[config.mk]
export PLATFORM = sky130hd
export DESIGN_NAME = he_hssi_mb_bridge
export DESIGN_NICKNAME = d
export VERILOG_FILES = /design/src/rtl/he_hssi_mb_bridge.sv
export SDC_FILE = /design/constraint.sdc
export NUM_CORES = 1
export LEC_CHECK = 0
export CELL_PAD_IN_SITES_DETAIL_PLACEMENT = 1
export CELL_PAD_IN_SITES_GLOBAL_PLACEMENT = 2
export CORE_MARGIN = 2
export CORE_UTILIZATION = 34
export DETAILED_ROUTE_END_ITERATION = 8
export GPL_ROUTABILITY_DRIVEN = 0
export HOLD_SLACK_MARGIN = 0.1
export PLACE_DENSITY = 0.9
export SLEW_MARGIN = 20
export SYNTH_ARGS = -nofsm -noshare
export SYNTH_HDL_FRONTEND = slang
export SYNTH_SLANG_ARGS = --single-unit
export TNS_END_PERCENT = 10
[constraint.sdc]
create_clock -name clk -period 2.55 [get_ports clk]
set_input_delay 0.51 -clock clk [delete_from_list [all_inputs] [get_ports clk]]
set_output_delay 0.51 -clock clk [all_outputs]
set_load 0.02 [all_outputs]
[src/rtl/he_hssi_mb_bridge.sv]
// he_hssi_mb_bridge: host mailbox to Avalon-MM CSR bridge.
// Host software fills ADDR/WRDATA, then writes CMD (0 NOOP, 1 RD, 2 WR, 3 illegal).
// The bridge runs one downstream transaction and posts the result in RDDATA and
// the status bits in CMD (ack, busy, err) for polling.
//
// Optional build macro HSSI_MB_STAT_LATCH_EN: 64-bit statistics reads in the
// 0x3000/0x7000 windows are split into two back-to-back reads. The high word
// is kept in a tagged shadow register that the next RD of that address returns
// without touching the bus.
//
// Downstream handshake: a request (avmm_read/avmm_write) is held with a stable
// address and data until a cycle in which avmm_waitrequest is low. Read data is
// taken only on avmm_readdatavalid, and only while a read is outstanding.
// At most one downstream transaction is in flight at any time.
module he_hssi_mb_bridge #(
    parameter int              AW             = 16,
    parameter int              DW             = 32,
    parameter int              TIMEOUT_CYCLES = 1024,
    parameter logic [DW-1:0]   TO_RDDATA      = DW'(32'hFFFF_FFFF)
) (
    input  logic            clk,
    input  logic            rst_n,
    input  logic            csr_wr,
    input  logic            csr_rd,
    input  logic [3:0]      csr_addr,
    input  logic [DW-1:0]   csr_wrdata,
    output logic [DW-1:0]   csr_rddata,
    output logic            csr_rdvalid,
    output logic [AW-1:0]   avmm_address,
    output logic            avmm_read,
    output logic            avmm_write,
    output logic [DW-1:0]   avmm_writedata,
    input  logic            avmm_waitrequest,
    input  logic [DW-1:0]   avmm_readdata,
    input  logic            avmm_readdatavalid,
    output logic            busy,
    output logic [2:0]      dbg_state
);

    typedef enum logic [2:0] {
        IDLE    = 3'd0,
        WR_REQ  = 3'd1,
        RD_REQ  = 3'd2,
        RD_WAIT = 3'd3,
        DONE    = 3'd4
    } state_t;

    localparam logic [1:0] CMD_NOOP = 2'd0;
    localparam logic [1:0] CMD_RD   = 2'd1;
    localparam logic [1:0] CMD_WR   = 2'd2;
    localparam logic [1:0] CMD_BAD  = 2'd3;

    localparam int             TW      = $clog2(TIMEOUT_CYCLES + 1);
    localparam logic [TW-1:0]  TO_LAST = TW'(TIMEOUT_CYCLES - 1);

    state_t          state;
    logic [AW-1:0]   addr_reg;
    logic [DW-1:0]   wrdata_reg;
    logic [DW-1:0]   rddata_reg;
    logic [1:0]      last_cmd;
    logic            ack;
    logic            err;
    logic [TW-1:0]   to_cnt;

    logic            cmd_wr;
    logic            to_hit;
    logic            rd_beat;
    logic [DW-1:0]   cmd_reg;
    logic [DW-1:0]   rd_mux;

`ifdef HSSI_MB_STAT_LATCH_EN
    logic            pair_mode;
    logic            pair_hi;
    logic            tag_valid;
    logic [AW-1:0]   tag_addr;
    logic [DW-1:0]   shadow;
    logic            is_stat_addr;
    logic            shadow_hit;

    // Low word of a 64-bit counter in either MAC statistics window.
    assign is_stat_addr = !addr_reg[2] &&
                          (((addr_reg & ~AW'(8'hFF)) == AW'(16'h3000)) ||
                           ((addr_reg & ~AW'(8'hFF)) == AW'(16'h7000)));
    assign shadow_hit   = tag_valid && (addr_reg == tag_addr);
`endif

    assign dbg_state = state;
    assign cmd_wr    = csr_wr && (csr_addr == 4'h0);
    // Compare with >= so a count that steps past the limit still aborts.
    assign to_hit    = (to_cnt >= TO_LAST);
    // A read beat is accepted with the request or while waiting for data.
    assign rd_beat   = avmm_readdatavalid &&
                       (((state == RD_REQ) && !avmm_waitrequest) || (state == RD_WAIT));
    assign cmd_reg   = {{(DW-5){1'b0}}, err, busy, ack, last_cmd};

    // Host read mux; unmapped offsets return zero.
    always_comb begin
        rd_mux = '0;
        case (csr_addr)
            4'h0:    rd_mux = cmd_reg;
            4'h4:    rd_mux = DW'(addr_reg);
            4'h8:    rd_mux = rddata_reg;
            4'hC:    rd_mux = wrdata_reg;
            default: rd_mux = '0;
        endcase
    end

    // Host side: registered read return and the freely writable ADDR/WRDATA.
    always_ff @(posedge clk or negedge rst_n) begin
        if (!rst_n) begin
            csr_rdvalid <= 1'b0;
            csr_rddata  <= '0;
            addr_reg    <= '0;
            wrdata_reg  <= '0;
        end else begin
            csr_rdvalid <= csr_rd;
            csr_rddata  <= csr_rd ? rd_mux : '0;
            if (csr_wr && (csr_addr == 4'h4)) addr_reg   <= csr_wrdata[AW-1:0];
            if (csr_wr && (csr_addr == 4'hC)) wrdata_reg <= csr_wrdata;
        end
    end

    // Command FSM: accepts CMD writes when idle and drives one downstream transaction.
    always_ff @(posedge clk or negedge rst_n) begin
        if (!rst_n) begin
            state          <= IDLE;
            busy           <= 1'b0;
            ack            <= 1'b0;
            err            <= 1'b0;
            last_cmd       <= CMD_NOOP;
            rddata_reg     <= '0;
            to_cnt         <= '0;
            avmm_address   <= '0;
            avmm_read      <= 1'b0;
            avmm_write     <= 1'b0;
            avmm_writedata <= '0;
`ifdef HSSI_MB_STAT_LATCH_EN
            pair_mode      <= 1'b0;
            pair_hi        <= 1'b0;
            tag_valid      <= 1'b0;
            tag_addr       <= '0;
            shadow         <= '0;
`endif
        end else begin
            case (state)
                IDLE, DONE: begin
                    if (busy) begin
                        // Only a shadow-register hit parks here with busy set.
                        busy <= 1'b0;
                        ack  <= 1'b1;
                    end else if (cmd_wr) begin
                        last_cmd <= csr_wrdata[1:0];
                        ack      <= 1'b0;
                        err      <= 1'b0;
                        to_cnt   <= '0;
                        case (csr_wrdata[1:0])
                            CMD_RD: begin
                                busy <= 1'b1;
`ifdef HSSI_MB_STAT_LATCH_EN
                                tag_valid <= 1'b0;
                                if (shadow_hit) begin
                                    rddata_reg <= shadow;
                                    state      <= DONE;
                                end else begin
                                    pair_mode    <= is_stat_addr;
                                    pair_hi      <= 1'b0;
                                    avmm_address <= addr_reg;
                                    avmm_read    <= 1'b1;
                                    state        <= RD_REQ;
                                end
`else
                                avmm_address <= addr_reg;
                                avmm_read    <= 1'b1;
                                state        <= RD_REQ;
`endif
                            end
                            CMD_WR: begin
                                busy           <= 1'b1;
                                avmm_address   <= addr_reg;
                                avmm_writedata <= wrdata_reg;
                                avmm_write     <= 1'b1;
                                state          <= WR_REQ;
`ifdef HSSI_MB_STAT_LATCH_EN
                                tag_valid      <= 1'b0;
`endif
                            end
                            CMD_BAD: begin
                                ack <= 1'b1;
                                err <= 1'b1;
                            end
                            default: ;
                        endcase
                    end
                end

                WR_REQ: begin
                    if (!avmm_waitrequest) begin
                        avmm_write <= 1'b0;
                        busy       <= 1'b0;
                        ack        <= 1'b1;
                        state      <= DONE;
                    end else if (to_hit) begin
                        avmm_write <= 1'b0;
                        busy       <= 1'b0;
                        ack        <= 1'b1;
                        err        <= 1'b1;
                        state      <= DONE;
                    end else begin
                        to_cnt <= to_cnt + TW'(1);
                    end
                end

                RD_REQ, RD_WAIT: begin
                    if (rd_beat) begin
`ifdef HSSI_MB_STAT_LATCH_EN
                        if (pair_mode && !pair_hi) begin
                            // Low word done; go straight on to the high word.
                            rddata_reg   <= avmm_readdata;
                            pair_hi      <= 1'b1;
                            avmm_address <= avmm_address + AW'(4);
                            avmm_read    <= 1'b1;
                            to_cnt       <= to_cnt + TW'(1);
                            state        <= RD_REQ;
                        end else begin
                            if (pair_hi) begin
                                shadow    <= avmm_readdata;
                                tag_addr  <= avmm_address;
                                tag_valid <= 1'b1;
                            end else begin
                                rddata_reg <= avmm_readdata;
                            end
                            avmm_read <= 1'b0;
                            busy      <= 1'b0;
                            ack       <= 1'b1;
                            state     <= DONE;
                        end
`else
                        rddata_reg <= avmm_readdata;
                        avmm_read  <= 1'b0;
                        busy       <= 1'b0;
                        ack        <= 1'b1;
                        state      <= DONE;
`endif
                    end else if (to_hit) begin
                        avmm_read  <= 1'b0;
                        rddata_reg <= TO_RDDATA;
                        busy       <= 1'b0;
                        ack        <= 1'b1;
                        err        <= 1'b1;
                        state      <= DONE;
`ifdef HSSI_MB_STAT_LATCH_EN
                        pair_hi    <= 1'b0;
                        tag_valid  <= 1'b0;
`endif
                    end else begin
                        to_cnt <= to_cnt + TW'(1);
                        if ((state == RD_REQ) && !avmm_waitrequest) begin
                            avmm_read <= 1'b0;
                            state     <= RD_WAIT;
                        end
                    end
                end

                default: state <= IDLE;
            endcase
        end
    end

endmodule

==> out/qor.txt <==
Starting Density = 34.8%
crit-path max FO = 8
syn avg cell area = 13.5 µm²
overall power = 7.65 mW
critical-path cell list = clkdlybuf4s50_1 -> or4b_4 -> nor4_4 -> o32ai_2 -> buf_4 -> or3_1 -> a21oi_1
first-pass GRT wire length = 33.8 mm
slowest cell on the critical path = or4b_4
CTS tree = built
relative slew slack = 60.9%
Reg clk slew, reported paths = 0.07 ns
worst hold path class = register to register
outcome = completed
synth unique cells = 47
final WL = 21.5 mm
total core area = 0.0211 mm²
TNS Setup = 0 ns
CP Launch Type = input pin
register bit total from synthesis = 182
area leader, netlist = dfrtp_1
vias in the first global route = 5,904
Cells after Synth = 546
Crit path buffers/inverters = 2
Final Cell Area = 0.0101 mm²
Die Wd = 151 µm
peak supply drop = 0.000429 V
post-CTS resize count = 0
sequential share of the synthesized area = 62.0%
initial antenna violation count = 1
Max Cap Viol = 0
Worst-Skew Late Latency = 0.42 ns
YS warnings = 0
critical path's top delay family = simple AND/OR/NAND/NOR gates
number of remaining DRC errors = 0
post-layout net count = 804
synth top area cells = dfrtp_1 62%, mux2_2 16%, o22a_1 3.8%, a22oi_1 2.8%, nor2_1 1.9%
Max stage delay on crit path = 0.58 ns
Pleak = 4.44 nW
clk buf depth = 2
GRT Total Usage = 19.5%
top sig layer = met4
Worst-Margin Slew = 0.586 ns
DR WL met3 = 923 µm
# Post-CTS Setup Buffers = 0
Max Clock Skew = 0.0108 ns
share of cells above drive strength 1 = 24.6%
Routed Antenna Nets = 0
Ports = 161
Num CTS Buffers = 17
Rows = 53
Vias = 5,256
gr ovfl total = 0
final setup vio count = 0
Critical Path End Type = register
Post-synth EDFFs = 0
Fmax = 0.410 GHz
final worst-path cycle share = 95.6%
hold_buf cts = 1
Netlist Area Pre-Place = 0.00735 mm²
PwrDens = 756 mW/mm²
drt first pass iters = 4
Die Area = 0.0228 mm²
Die Ht = 151 µm
clock root buffer = clkbuf_16
vias per cell = 5.18
P&R area growth vs syn = 37.8%
DP Area = 0.00953 mm²
R2R Setup Slk = 0.28 ns
Yosys top cell area share = 62.0%
HPWL Detailed = 14.6 mm
Starting DRT DRC Count = 281
Top FF cell, synth = dfrtp_1
WP data arrival = 2.78 ns
post-synthesis async set-or-reset flop share = 100%
clk sinks = 182
Buffers on Ports = 160
H-tree lvl count = 4
Max Slew Vio Count = 0
detailed-route wire length per cell = 21.2 µm
critical path required time = 2.89 ns
wl on met1 = 9.45 mm
Post-Syn Nets = 624
final number of hold-violating endpoints = 0
met2 wire len = 10.7 mm
largest net degree at the start of global routing = 60
minimum clock period = 2.44 ns
Setup CP Type = input pin to register
RSZ-0062 raised after global routing = false
## per-stage QoR
step	util, %	setup WS (ns)	hold WS (ns)	cells
2_1_floorplan	-	0.240	0.214	546
3_3_place_gp	45.2	-0.231	0.466	981
3_5_place_dp	45.2	-0.308	0.477	981
4_1_cts	48.0	0.126	0.494	1014
5_1_grt	48.0	0.00789	0.505	1015
6_report	48.0	0.113	0.489	1015
## cells in the mapped netlist (2+ instances only)
library cell / instances
dfrtp_1: 182
mux2_2: 103
nor2_1: 38
o22a_1: 32
a22oi_1: 27
clkbuf_1: 25
nand2_1: 22
a21oi_1: 17
o21ai_0: 15
nand3_1: 9
inv_1: 6
and3_1: 5
ha_1: 4
nor2b_1: 4
or3_1: 4
a211oi_1: 3
a31oi_1: 3
buf_1: 3
buf_2: 3
mux4_2: 3
nand4_1: 3
nor3_1: 3
o31ai_1: 3
or4_1: 3
a311oi_1: 2
o22ai_1: 2
or2_2: 2
## routing by layer
layer / vias up / GRT usage (%)
li1: 2361 / -
met1: 2734 / 26.1
met2: 134 / 32.4
met3: 27 / 4.25
met4: 0 / 5.28
met5: - / 0
## cell type report
class / count / area (µm²)
Antenna cell: 1 / 2.50
Clock buffer: 19 / 443
Clock inverter: 13 / 140
Fill cell: 2136 / 11000
Inverter: 6 / 22.5
Multi-Input combinational cell: 326 / 2660
Sequential cell: 182 / 4550
Tap cell: 275 / 344
Timing Repair Buffer: 193 / 1950
## path summary, 6_finish.rpt
check | from | to | cells after the start
hold reg to reg | rddata_reg[27] | rddata_reg[27] | 1
setup / recovery | csr_addr[1] | to_cnt[5] | 7
min in group asynchronous | rst_n | csr_rddata[7] | 2
setup reg to reg | to_cnt[3] | to_cnt[9] | 6
max in group asynchronous | rst_n | avmm_writedata[31] | 3
hold / removal | rddata_reg[27] | rddata_reg[27] | 1
## cell usage in the layout (no fill, tap or decap), types with 2 or more instances in the layout
cell	n
nand4_1	3
o21ai_0	15
buf_4	24
ha_1	4
clkdlybuf4s50_1	159
inv_8	3
inv_1	6
mux4_2	3
clkbuf_16	17
nor2_1	38
nor2b_1	4
a21oi_1	17
o31ai_1	3
mux2_2	103
o22a_1	32
or2_2	2
dfrtp_1	182
clkinvlp_4	2
buf_12	8
clkinv_2	2
nand2_1	20
and3_1	5
a211oi_1	3
or3_1	4
a22oi_1	27
a31oi_1	3
or4_1	3
nand3_1	8
inv_6	3
nand2_2	2
nor3_1	3
a311oi_1	2
o22ai_1	2
## where the power goes
part,internal (mW),leakage [nW],switching (mW)
clock network,1.41,0.283,1.20
logic,0.775,1.73,0.660
registers,3.29,2.42,0.310
## kinds of logic (layout without fill, tap and decap cells)
kind of cell / count (synthesis) / in the layout / synth area share, %
AO/OA/AOI/OAI: 115 / 115 / 11.6
AND/OR/NAND/NOR: 100 / 100 / 6.88
multiplexers: 107 / 107 / 16.8
adder cells (fa/ha/maj): 4 / 4 / 0.681
flip-flops: 182 / 182 / 62.0
buffers and inverters: 38 / 231 / 2.04
other: 0 / 1 / 0
Power figures use the tool's default switching activity.
